--- config.mk ---
export PLATFORM = sky130hd
export DESIGN_NAME = i2c_reg_bank
export DESIGN_NICKNAME = d
export VERILOG_FILES = /design/src/rtl/i2c_reg_bank.sv
export SDC_FILE = /design/constraint.sdc
export NUM_CORES = 1
export LEC_CHECK = 0
export CAP_MARGIN = 30
export CORE_UTILIZATION = 41
export DETAILED_ROUTE_END_ITERATION = 10
export SYNTH_ARGS = -nofsm -noshare
export SYNTH_HDL_FRONTEND = slang
export SYNTH_SLANG_ARGS = --single-unit
--- constraint.sdc ---
create_clock -name clock_in -period 10 [get_ports clock_in]
set_clock_uncertainty 0.1 [all_clocks]
set_input_delay 2 -clock clock_in [delete_from_list [all_inputs] [get_ports clock_in]]
set_output_delay 2 -clock clock_in [all_outputs]
set_load 0.01 [all_outputs]
--- src/rtl/i2c_reg_bank.sv ---
// rtl/i2c_reg_bank.sv - register bank with auto-increment pointer, write protection and clear sweep
module i2c_reg_bank #(
    parameter int unsigned DATA_W  = 8,
    parameter int unsigned ADDR_W  = 7,
    parameter int unsigned WP_BASE = 128,
    parameter bit          WRAP_EN = 1'b1
) (
    input  logic              clock_in,
    input  logic              reset_in,
    input  logic              ptr_ld_in,
    input  logic [ADDR_W-1:0] addr_in,
    input  logic              wr_en_in,
    input  logic              rd_en_in,
    input  logic [DATA_W-1:0] data_in,
    input  logic              clr_in,
    output logic [DATA_W-1:0] data_out,
    output logic              rd_valid_out,
    output logic [ADDR_W-1:0] ptr_out,
    output logic              busy_out,
    output logic              err_out
);

    localparam int unsigned       DEPTH     = 2 ** ADDR_W;
    localparam logic [ADDR_W-1:0] LAST_ADDR = '1;
    localparam logic [ADDR_W-1:0] ONE       = {{(ADDR_W-1){1'b0}}, 1'b1};

    typedef enum logic {
        ST_CLEAR = 1'b0,
        ST_IDLE  = 1'b1
    } state_t;

    logic [DATA_W-1:0] mem [DEPTH];

    state_t            state_q, state_d;
    logic [ADDR_W-1:0] cnt_q, cnt_d;
    logic [ADDR_W-1:0] ptr_q, ptr_d;
    logic              sat_q, sat_d;
    logic [DATA_W-1:0] data_q, data_d;
    logic              rd_valid_q, rd_valid_d;
    logic              err_q, err_d;

    logic              mem_we;
    logic [ADDR_W-1:0] mem_waddr;
    logic [DATA_W-1:0] mem_wdata;

    logic [ADDR_W-1:0] ea;
    logic [ADDR_W-1:0] next_ptr;
    logic              at_last;
    logic              wp_hit;

    // Effective address and the pointer value an access at it leaves behind.
    always_comb begin
        ea       = ptr_ld_in ? addr_in : ptr_q;
        at_last  = (ea == LAST_ADDR);
        wp_hit   = (32'(ea) >= WP_BASE);
        next_ptr = ea + ONE;
        if (at_last) begin
            next_ptr = WRAP_EN ? '0 : LAST_ADDR;
        end
    end

    // Next-state logic: clear sweep, or one access per cycle at the effective address.
    // sat_q marks a pointer parked at the top by a saturating access, so a
    // further unloaded access there is an overrun and gets flagged.
    always_comb begin
        state_d    = state_q;
        cnt_d      = cnt_q;
        ptr_d      = ptr_q;
        sat_d      = sat_q;
        data_d     = data_q;
        rd_valid_d = 1'b0;
        err_d      = 1'b0;
        mem_we     = 1'b0;
        mem_waddr  = cnt_q;
        mem_wdata  = '0;
        case (state_q)
            ST_CLEAR: begin
                mem_we = 1'b1;
                cnt_d  = cnt_q + ONE;
                if (cnt_q == LAST_ADDR) begin
                    state_d = ST_IDLE;
                end
                if (wr_en_in || rd_en_in || ptr_ld_in) begin
                    err_d = 1'b1;
                end
            end
            default: begin
                if (clr_in) begin
                    state_d = ST_CLEAR;
                    cnt_d   = '0;
                    ptr_d   = '0;
                    sat_d   = 1'b0;
                end else if (wr_en_in && rd_en_in) begin
                    err_d = 1'b1;
                    if (ptr_ld_in) begin
                        ptr_d = addr_in;
                        sat_d = 1'b0;
                    end
                end else if (wr_en_in || rd_en_in) begin
                    if (wr_en_in) begin
                        if (wp_hit) begin
                            err_d = 1'b1;
                        end else begin
                            mem_we    = 1'b1;
                            mem_waddr = ea;
                            mem_wdata = data_in;
                        end
                    end else begin
                        data_d     = mem[ea];
                        rd_valid_d = 1'b1;
                    end
                    ptr_d = next_ptr;
                    sat_d = at_last && !WRAP_EN;
                    if (sat_q && !ptr_ld_in && at_last && !WRAP_EN) begin
                        err_d = 1'b1;
                    end
                end else if (ptr_ld_in) begin
                    ptr_d = addr_in;
                    sat_d = 1'b0;
                end
            end
        endcase
    end

    // Control and output registers; reset restarts the sweep from entry 0.
    always_ff @(posedge clock_in) begin
        if (reset_in) begin
            state_q    <= ST_CLEAR;
            cnt_q      <= '0;
            ptr_q      <= '0;
            sat_q      <= 1'b0;
            data_q     <= '0;
            rd_valid_q <= 1'b0;
            err_q      <= 1'b0;
        end else begin
            state_q    <= state_d;
            cnt_q      <= cnt_d;
            ptr_q      <= ptr_d;
            sat_q      <= sat_d;
            data_q     <= data_d;
            rd_valid_q <= rd_valid_d;
            err_q      <= err_d;
        end
    end

    // Storage array with a single write port and no reset, so it can map to block RAM.
    always_ff @(posedge clock_in) begin
        if (!reset_in && mem_we) begin
            mem[mem_waddr] <= mem_wdata;
        end
    end

    assign data_out     = data_q;
    assign rd_valid_out = rd_valid_q;
    assign ptr_out      = ptr_q;
    assign busy_out     = (state_q == ST_CLEAR);
    assign err_out      = err_q;

endmodule

### Word-level counts from Yosys, hierarchy flattened

Memories as Yosys holds them, arrays and structs flattened. A register that Yosys moved wholly into a read port is not among the register bits.
Index checks and enable logic that the tools add are counted.
W data, S select, Z words.

* bits in registers: 17
* bits in writable memories: 1024
* input port bits: 21
* memories kept: 1
* logic and storage cells: 55
* output and inout bits: 18

* eq/ne operators: 3
* mux-type cells: 32
* add/sub/neg operators: 2
* reductions and logical operators: 7
* bitwise gates (word level): 5

Memory list
* mem: words 128, width 8, rd ports 1, clocked after Yosys merged registers in 1, write ports 1, line 32 `logic [DATA_W-1:0] mem [DEPTH];`

Operators with widths (number)
* $mux W7: 12
* $mux W8: 5
* $mux W1: 15
* $add A7 B1 Y7 const B: 2
* $eq A7 B7 Y1 const B: 2
* $not A1 Y1: 5
* $reduce_and A5 Y1: 1
* $reduce_or A5 Y1: 1
* $logic_and A1 B1 Y1: 2
* $logic_or A1 B1 Y1: 2
* $ne A2 B2 Y1 const B: 1
* $logic_not A1 Y1: 1

### Longest topological paths before layout

Gate-level depths: netlist of run 1.

* word-level depth: 8
* gate-level depth with buffers: 13
* mapped depth without buffers: 8

### Least setup slack after synthesis of run 1

Ideal clock, no wire load.

* path type: input-to-reg
* start point: in rd_en_in
* end point: mem mem[0][0] (data pin)
* data required time: 9365 ps
* arrival time: 4827 ps
* stages: 5
* setup slack: 4538 ps
* buffers on the path: 3
* library setup time: 535 ps
* cells stage by stage: clkbuf_1 nor3_1 clkbuf_1 clkbuf_1 and2_1

* cells in the longest elaborated chain, start to end: 5
* elaborated cells on any way between the ends: 6
* classes of those cells: mux: 4; reduce/logical: 2

Ends and longest elaborated chain
* start: declaration: line 13 `input logic rd_en_in,`
* $logic_or A1 B1 Y1: line 99 `end else if (wr_en_in || rd_en_in) begin`
* $mux W8: line 99
* $mux W8 *: line 93 `end else if (wr_en_in && rd_en_in) begin`
* $mux W8 *: line 88 `if (clr_in) begin`
* $mux W8 *: line 76 `case (state_q)`
* named net mem_wdata[0]: line 44 `logic [DATA_W-1:0] mem_wdata;`
* end: declaration: line 32

Mark *: on every way through the listed nets, which the timed path passes. The rest lies on a longest branch.

### Worst setup path in the final report of run 1

* start point: in ptr_ld_in
* end point: reg data_q[7] (netlist: data_out[7]) (read register of mem)

* cells in the longest elaborated chain, start to end: 1

Ends and longest elaborated chain
* start: declaration: line 10 `input logic ptr_ld_in,`
* $mux W7
* end: declaration: line 38 `logic [DATA_W-1:0] data_q, data_d;`

Every way passes these cells.
A chain may end at the register's enable or synchronous reset.

==> impl_results.md, run 1 <==
- WHS Path Cells: 2
- Hold Crit Class: reg -> reg
- Synthesized area: about 42000 um2
- Final Hold Fails: 0
- Hpwl dp: 71.42 mm
- Startpoint Class: input port
- Number of synthesized flops with an enable pin: roughly 1000
- Via density: approximately 5.8
- Register area share after synthesis: between 70% and 80%
- Clk slew on worst S/H paths: around 60 ps
- Sw Pwr: 0.001917 W
- Hold WS: 413.3 ps
- Largest delay contributor family on the critical path: compound AO/OA/AOI/OAI gates
- First-pass GRT wire length: roughly 170 mm
- Final WS setup: 3609 ps
- CP max FO: 144
- IO Pins: 39
- Vias: between 20000 and 30000
- Hold Crit Start: data_out[1]$_SDFFE_PP0P_
- RSZ-0062 raised after global routing: false
- Antenna viol nets, final: 0
- Synth unique cells: a little over 50
- Die area: between 100000 and 150000 um2
- Die Span Y: roughly 320 um
- Root cell of the clock tree: clkbuf_16
- Hold-fix buffers at CTS: 0
- Cell Int Power: 0.007133 W
- Main synth FF type: edfxtp_1
- H-tree depth: 3
- # rows: ~120
- Reg2reg path depth: 9
- Layout Cells excl Fill: 4410
- Mapped Avg Cell Area: 14.31 um2
- Synth Register Bits: ~1000
- CTS max path bufs: 3
- Tmin final: about 6400 ps
- DRC viols: 0
- Final instance area: about 47000 um2
- Placed cell count: roughly 4200
- Starting DRC count in detailed routing: 3288
- Status: completed
- Crit-path cells: clkdlybuf4s50_1 > buf_4 > mux2i_4 > inv_16 > buf_4 > mux2i_1 > o22ai_1 > a2111oi_0 > o21ai_0 > a32oi_1 > o21ai_1
- Critical path arrival: roughly 7000 ps
- Worst slew pin tran: 1120 ps
- Fillers: 8541
- Gpl congestion: 0.8949
- CTS Sinks: roughly 1000
- CTS tree: built
- Layout cells sized above 1: a little under a tenth
- Initial antenna violation count: 5
- Post-Synthesis Net Count: slightly below 3000
- Maximum clock rate: 156.5 MHz
- Drt pass-1 iters: 6
- Seq pwr share: a little over half
- Worst Hold End: data_out[1]$_SDFFE_PP0P_
- Ranking of synthesized cells by area: edfxtp_1 (73%), nand2_1 (5.8%), mux2i_1 (4.0%), nand3_1 (3.0%), mux4_2 (2.7%)
- Synth-to-Final Area Change: 12.81%
- Crit-path max cell delay: 850 ps
- Share of the synthesized area in the top cell type: 73.49%
- Pin count of the biggest net entering global routing: around 150
- Switching share of power: about a fifth
- IO Port Bufs: 38
- Clock Power Share: a little over two fifths
- Critical Path Sink Type: flip-flop
- Async SR Flop Fraction: 0%
- Final Setup Violations: 0
- RR Endpoint: data_out[7]$_SDFFE_PP0P_
- FF-to-FF Start: ptr_out[0]$_SDFFE_PP0P_
- Warnings, synthesis: 0
- Resized cells post-CTS: 0
- Combinational fraction of design power: around 4.2%
- CTS Buf Count: 105
- Nets: between 2000 and 3000
- Post-CTS setup buffer count: 0
- Slowest cell on crit path: a2111oi_0
- WP data required: roughly 10000 ps
- Pins Over Slew Limit: 0
- Setup TNS: 0 ps
- Die W: around 320 um
- Total gr overflow: 0
- Post-synth top area cell: edfxtp_1
- Synthesized instance count: between 2000 and 3000
- Total track usage: between 20% and 30%
- Most Frequent Cell on Critical Path: buf_4
- Pre-CTS setup slack: 3159 ps
- Post-DP Area: 43780 um2
- Crit share post-route: approximately 64%
- Pleak: between 15 and 20 nW
- Bufs and invs on worst path: 4
- Worst reg2reg setup slack: 5320 ps
- Vias in the first global route: 24633
- Routed WL: 120.2 mm
- Core area: around 100000 um2
- VDD IR max: around 0.00013 V
- Slew margin rel.: between 20% and 30%
- Average wire per standard cell: about 27 um
- Pwr per Cell Area: around 190 nW/um2
- Max Cap Viol: 0
- Initial core utilization: just over 40%
- Clk Latency, worst-skew pair: around 660 ps
- CP Class: in -> reg
worst max-delay path by stage:
| stage | cells after the start | end | slack [ps] | start |
|---|---|---|---|---|
| global placement | 11 | data_out[3]$_SDFFE_PP0P_ | 2920 | ptr_ld_in |
| global route | 12 | data_out[1]$_SDFFE_PP0P_ | 3660 | ptr_ld_in |
| floorplan | 5 | mem[0][0]$_DFFE_PP_ | 4540 | rd_en_in |
| CTS | 11 | data_out[7]$_SDFFE_PP0P_ | 3840 | ptr_ld_in |
| finish | 11 | data_out[7]$_SDFFE_PP0P_ | 3610 | ptr_ld_in |
| detailed placement | 11 | data_out[7]$_SDFFE_PP0P_ | 3160 | ptr_ld_in |
cells by family (layout without fill, tap and decap cells):
group                      Yosys count  in the layout  synth area share [%]
and+or+nand+nor                   1106           1106                 10.97
buffers and inverters              178            307                 1.836
xor gates and xnor gates            11             11                0.2303
muxes                              221            221                 6.851
DFF                               1049           1049                 74.69
AOI/OAI and AO/OA                  356            356                 5.371
adders and majority gates            2              2               0.05980
other                                0              1                     0
layer usage:
metal / vias to the layer above / GRT usage (%) / wire length [um]
li1: 11065 / - / -
met1: 13036 / 32.66 / 49320
met2: 1379 / 35.57 / 55270
met3: 222 / 4.401 / 11490
met4: 10 / 8.466 / 4060
met5: - / 0 / 64
layout by cell type (no fill, tap or decap), types with 6 or more instances in the layout:
cell,count
a2111oi_0,47
a21oi_1,152
a221oi_1,6
a22oi_1,10
a31oi_1,7
a32oi_1,20
and2_4,8
buf_1,7
buf_4,47
bufinv_16,10
clkbuf_1,27
clkbuf_16,109
clkdlybuf4s50_1,38
clkinv_1,23
clkinv_2,19
dfxtp_1,25
edfxtp_1,1024
mux2i_1,165
mux4_2,50
nand2_1,636
nand2_2,6
nand3_1,248
nand4_1,8
nor2_1,162
nor3_1,9
o2111ai_1,25
o21ai_0,38
o21ai_1,16
o22ai_1,16
xnor2_1,6
state kept, by name (all words and copies together) (netlist names):
name	count
rd_valid_out	1
state_q	1
mem	1024
cnt_q	7
data_out	8
ptr_out	7
err_out	1
area by class of cell:
cell class	instances	area, um2	area share (%)
repair buffers	103	862.1	1.826
flip-flops and latches	1049	31250	66.21
well taps	1357	1698	3.597
diodes	1	2.502	0.005302
inverters	7	45.04	0.09543
clock inverters	58	533.0	1.129
multi-input cells	1696	9940	21.06
clock buffers	139	2870	6.081
Yosys cell counts (7+ instances only):
cell / instances
nand4_1: 8
and2_1: 10
nor3_1: 10
nand2_1: 642
a32oi_1: 20
nand3_1: 248
buf_1: 9
clkbuf_1: 113
nor2_1: 166
o2111ai_1: 25
mux4_2: 50
o21ai_1: 18
a31oi_1: 7
dfxtp_1: 25
o22ai_1: 16
o21ai_0: 40
buf_4: 12
a21oi_1: 152
edfxtp_1: 1024
a22oi_1: 10
mux2i_1: 166
buf_2: 35
a2111oi_0: 48
power groups by stage:
stage | combinational, W | sequential [W] | clock, W
floorplan | 0.000221 | 0.00485 | 0
global placement | 0.000368 | 0.00485 | 0
detailed placement | 0.000370 | 0.00485 | 0
CTS | 0.000371 | 0.00476 | 0.00394
global route | 0.000396 | 0.00476 | 0.00411
finish | 0.000381 | 0.00476 | 0.00391
worst reg2reg max path, stage by stage, from the launching register on:
cell and delay, ps:
dfxtp_1 530, mux2i_4 190, inv_16 490, buf_4 710, mux2i_1 290, o22ai_1 100, a2111oi_0 850, o21ai_0 480
a32oi_1 710, o21ai_1 110
through the flow:
| stage | utilization [%] | total power, W |
|---|---|---|
| floorplan | - | 0.005073 |
| global placement | 43.42 | 0.005222 |
| detailed placement | 43.53 | 0.005225 |
| CTS | 46.91 | 0.009077 |
| global route | 46.92 | 0.009265 |
| finish | 46.93 | 0.009050 |
(Power assumes the default switching activity.)
==> inputs of run 2 (changes only) <==
clock period = 5.4 ns   (was 10 ns; I/O delays follow)
==> run 2 against run 1 <==
Against the previous run: non-clock buffer count increased by 135; global-route usage is essentially flat; clock power rose by 84%; wire length shrank 0.56%; cell area up 2.8%; flip-flop and latch count is the same; sequential share of layout area shrank 1.8 points; utilization is 1.3 points higher; via count is 0.96% higher; critical endpoint is now mem[49][0]$_DFFE_PP_; largest power group unchanged; highest routed layer is now met4.
==> impl_results.md, run 2 (synthesis gave the netlist of run 1 again) <==
- Gpl congestion: 0.8987 (+0.42%)
- Hold Crit Class: reg -> reg
- Core area: 100600 um2 (unchanged)
- Clk slew on worst S/H paths: 60 ps (about the same)
- RSZ-0062 raised after global routing: false
- Crit-path max cell delay: 850 ps (about the same)
- Commonest non-fill, non-tap cell in the layout: edfxtp_1
- Worst Hold End: data_out[1]$_SDFFE_PP0P_
- Max Cap Viol: 0 (unchanged)
- Root cell of the clock tree: clkbuf_16
- Via density: 5.712 (-2.0%)
- Worst reg2reg setup slack: 1350 ps (-3970 ps)
- Average wire per standard cell: 26.30 um (-3.5%)
- Crit-path cells: clkdlybuf4s50_1 > buf_4 > buf_4 > mux2_2 > o31ai_1 > nand2_1 > nor2_1
- Tmin final: ~4600 ps
- Antenna viol nets, final: 0 (unchanged)
- CTS Buf Count: 104 (-0.95%)
- CTS max path bufs: 3 (unchanged)
- Slew margin rel.: 30.37% (+5.4 points)
- Pins Over Slew Limit: 0 (unchanged)
- Status: completed
- Pleak: 17.25 nW (+14%)
- Max reg flops: 1024 (unchanged)
- Final WS setup: 779.6 ps (-2829 ps)
- FF-to-FF Start: state_q$_SDFF_PP0_
- Most frequent cells in the layout: edfxtp_1 (1024), nand2_1 (642), nand3_1 (248), buf_4 (174), mux2i_1 (165)
- Die area: 103300 um2 (unchanged)
- WP data required: 5600 ps (-4820 ps)
- Post-CTS setup buffer count: 0 (unchanged)
- Synth-to-Final Area Change: 15.94%
- Maximum clock rate: about 220 MHz
- CP max FO: 16 (-89%)
- Setup TNS: 0 ps (unchanged)
- Top register by number of flip-flops: mem
- IO Pins: 39 (unchanged)
- Pre-CTS setup slack: 210.8 ps (-2948 ps)
- WHS Path Cells: 2 (unchanged)
- Total track usage: 23.08% (-0.039 points)
- Initial core utilization: 41.60% (unchanged)
- Nets: 3119 (+4.5%)
- Initial antenna violation count: 3 (-2)
- CTS tree: built
- Starting DRC count in detailed routing: 3346 (+1.8%)
- Slowest cell on crit path: o31ai_1
- Hpwl dp: 76.53 mm (+7.2%)
- Crit share post-route: ~86%
- Post-DP Area: 45100 um2 (+3.0%)
- IO Port Bufs: 38 (unchanged)
- Vias: 25959 (+0.96%)
- Most Frequent Cell on Critical Path: buf_4
- Hold Crit Start: data_out[1]$_SDFFE_PP0P_
- VDD IR max: 0.0002363 V (+80%)
- Worst slew pin tran: 1040 ps (-79.94 ps)
- Fillers: 8549 (+0.094%)
- Critical Path Sink Type: flip-flop
- Final core occ: 48.23% (+1.3 points)
- Layout cells sized above 1: 13.28% (+3.8 points)
- Drt pass-1 iters: 6 (unchanged)
- Routed WL: 119.5 mm (-0.56%)
- Reg2reg path depth: 5 (-4)
- Pwr per Cell Area: 344.5 nW/um2 (+80%)
- CP startpoint: ptr_ld_in
- Final instance area: 48510 um2 (+2.8%)
- Startpoint Class: input port
- # rows: 116 (unchanged)
- CTS Sinks: 1049 (unchanged)
- Vias in the first global route: 25340 (+2.9%)
- RR Endpoint: mem[49][0]$_DFFE_PP_
- Clk Latency, worst-skew pair: 690 ps (+30 ps)
- Final Setup Violations: 0 (unchanged)
- Total gr overflow: 0 (unchanged)
- DRC viols: 0 (unchanged)
- H-tree depth: 3 (unchanged)
- Hold-fix buffers at CTS: 0 (unchanged)
- CP Class: in -> reg
- Die Span Y: 321.5 um (unchanged)
- Critical path arrival: 4830 ps (-1980 ps)
- Pin count of the biggest net entering global routing: 130 (-10%)
- Total chip power: 0.01671 W (+85%)
- Die W: 321.5 um (unchanged)
- First-pass GRT wire length: 173.7 mm (about the same)
- Final Hold Fails: 0 (unchanged)
- Resized cells post-CTS: 0 (unchanged)
run 2: critical path, delay by kind of cell:
kind	cells	cell delay (ps)
AOI/OAI and AO/OA	1	850
buffers and inverters	3	1100
muxes	1	510
and+or+nand+nor	2	1270
run 2: per-stage QoR:
step                cells  hold WS (ps)
floorplan            2923         373.3
global placement     4346         428.0
detailed placement   4346         433.6
global route         4542         467.2
CTS                  4541         441.5
finish               4545         445.7
run 2: per-layer routing:
layer  wire length [um]  GRT usage, %  vias to the layer above  part of all wire [%]
met2              55400         36.23                     1277                    46
met1              49350         32.40                    13119                    41
met5                  0             0                        -                     0
met4               4098         8.561                        0                   3.4
li1                   -             -                    11353                     -
met3              10680         3.722                      210                   8.9
run 2: report_power, final:
group / switching, W / internal (W) / leakage, nW
clock network: 0.00306 / 0.00414 / 1.65
logic: 0.000488 / 0.000207 / 4.22
registers: 0.00000732 / 0.00881 / 11.4
run 2: worst max path at each step:
stage | slack, ps | endpoint
6_report | 780 | mem[49][0]$_DFFE_PP_
5_1_grt | 620 | mem[49][7]$_DFFE_PP_
4_1_cts | 920 | mem[49][0]$_DFFE_PP_
3_5_place_dp | 210 | mem[53][5]$_DFFE_PP_
3_3_place_gp | 260 | data_out[4]$_SDFFE_PP0P_
2_1_floorplan | 860 | mem[0][0]$_DFFE_PP_
run 2: layout make-up:
cell class | count | area, um2 | share of cell area [%]
inverters | 7 | 45.04 | 0.09285
diodes | 3 | 7.507 | 0.01547
flip-flops and latches | 1049 | 31250 | 64.42
clock buffers | 137 | 2800 | 5.772
repair buffers | 238 | 2200 | 4.534
well taps | 1357 | 1698 | 3.500
multi-input cells | 1696 | 9921 | 20.45
clock inverters | 58 | 591.8 | 1.220
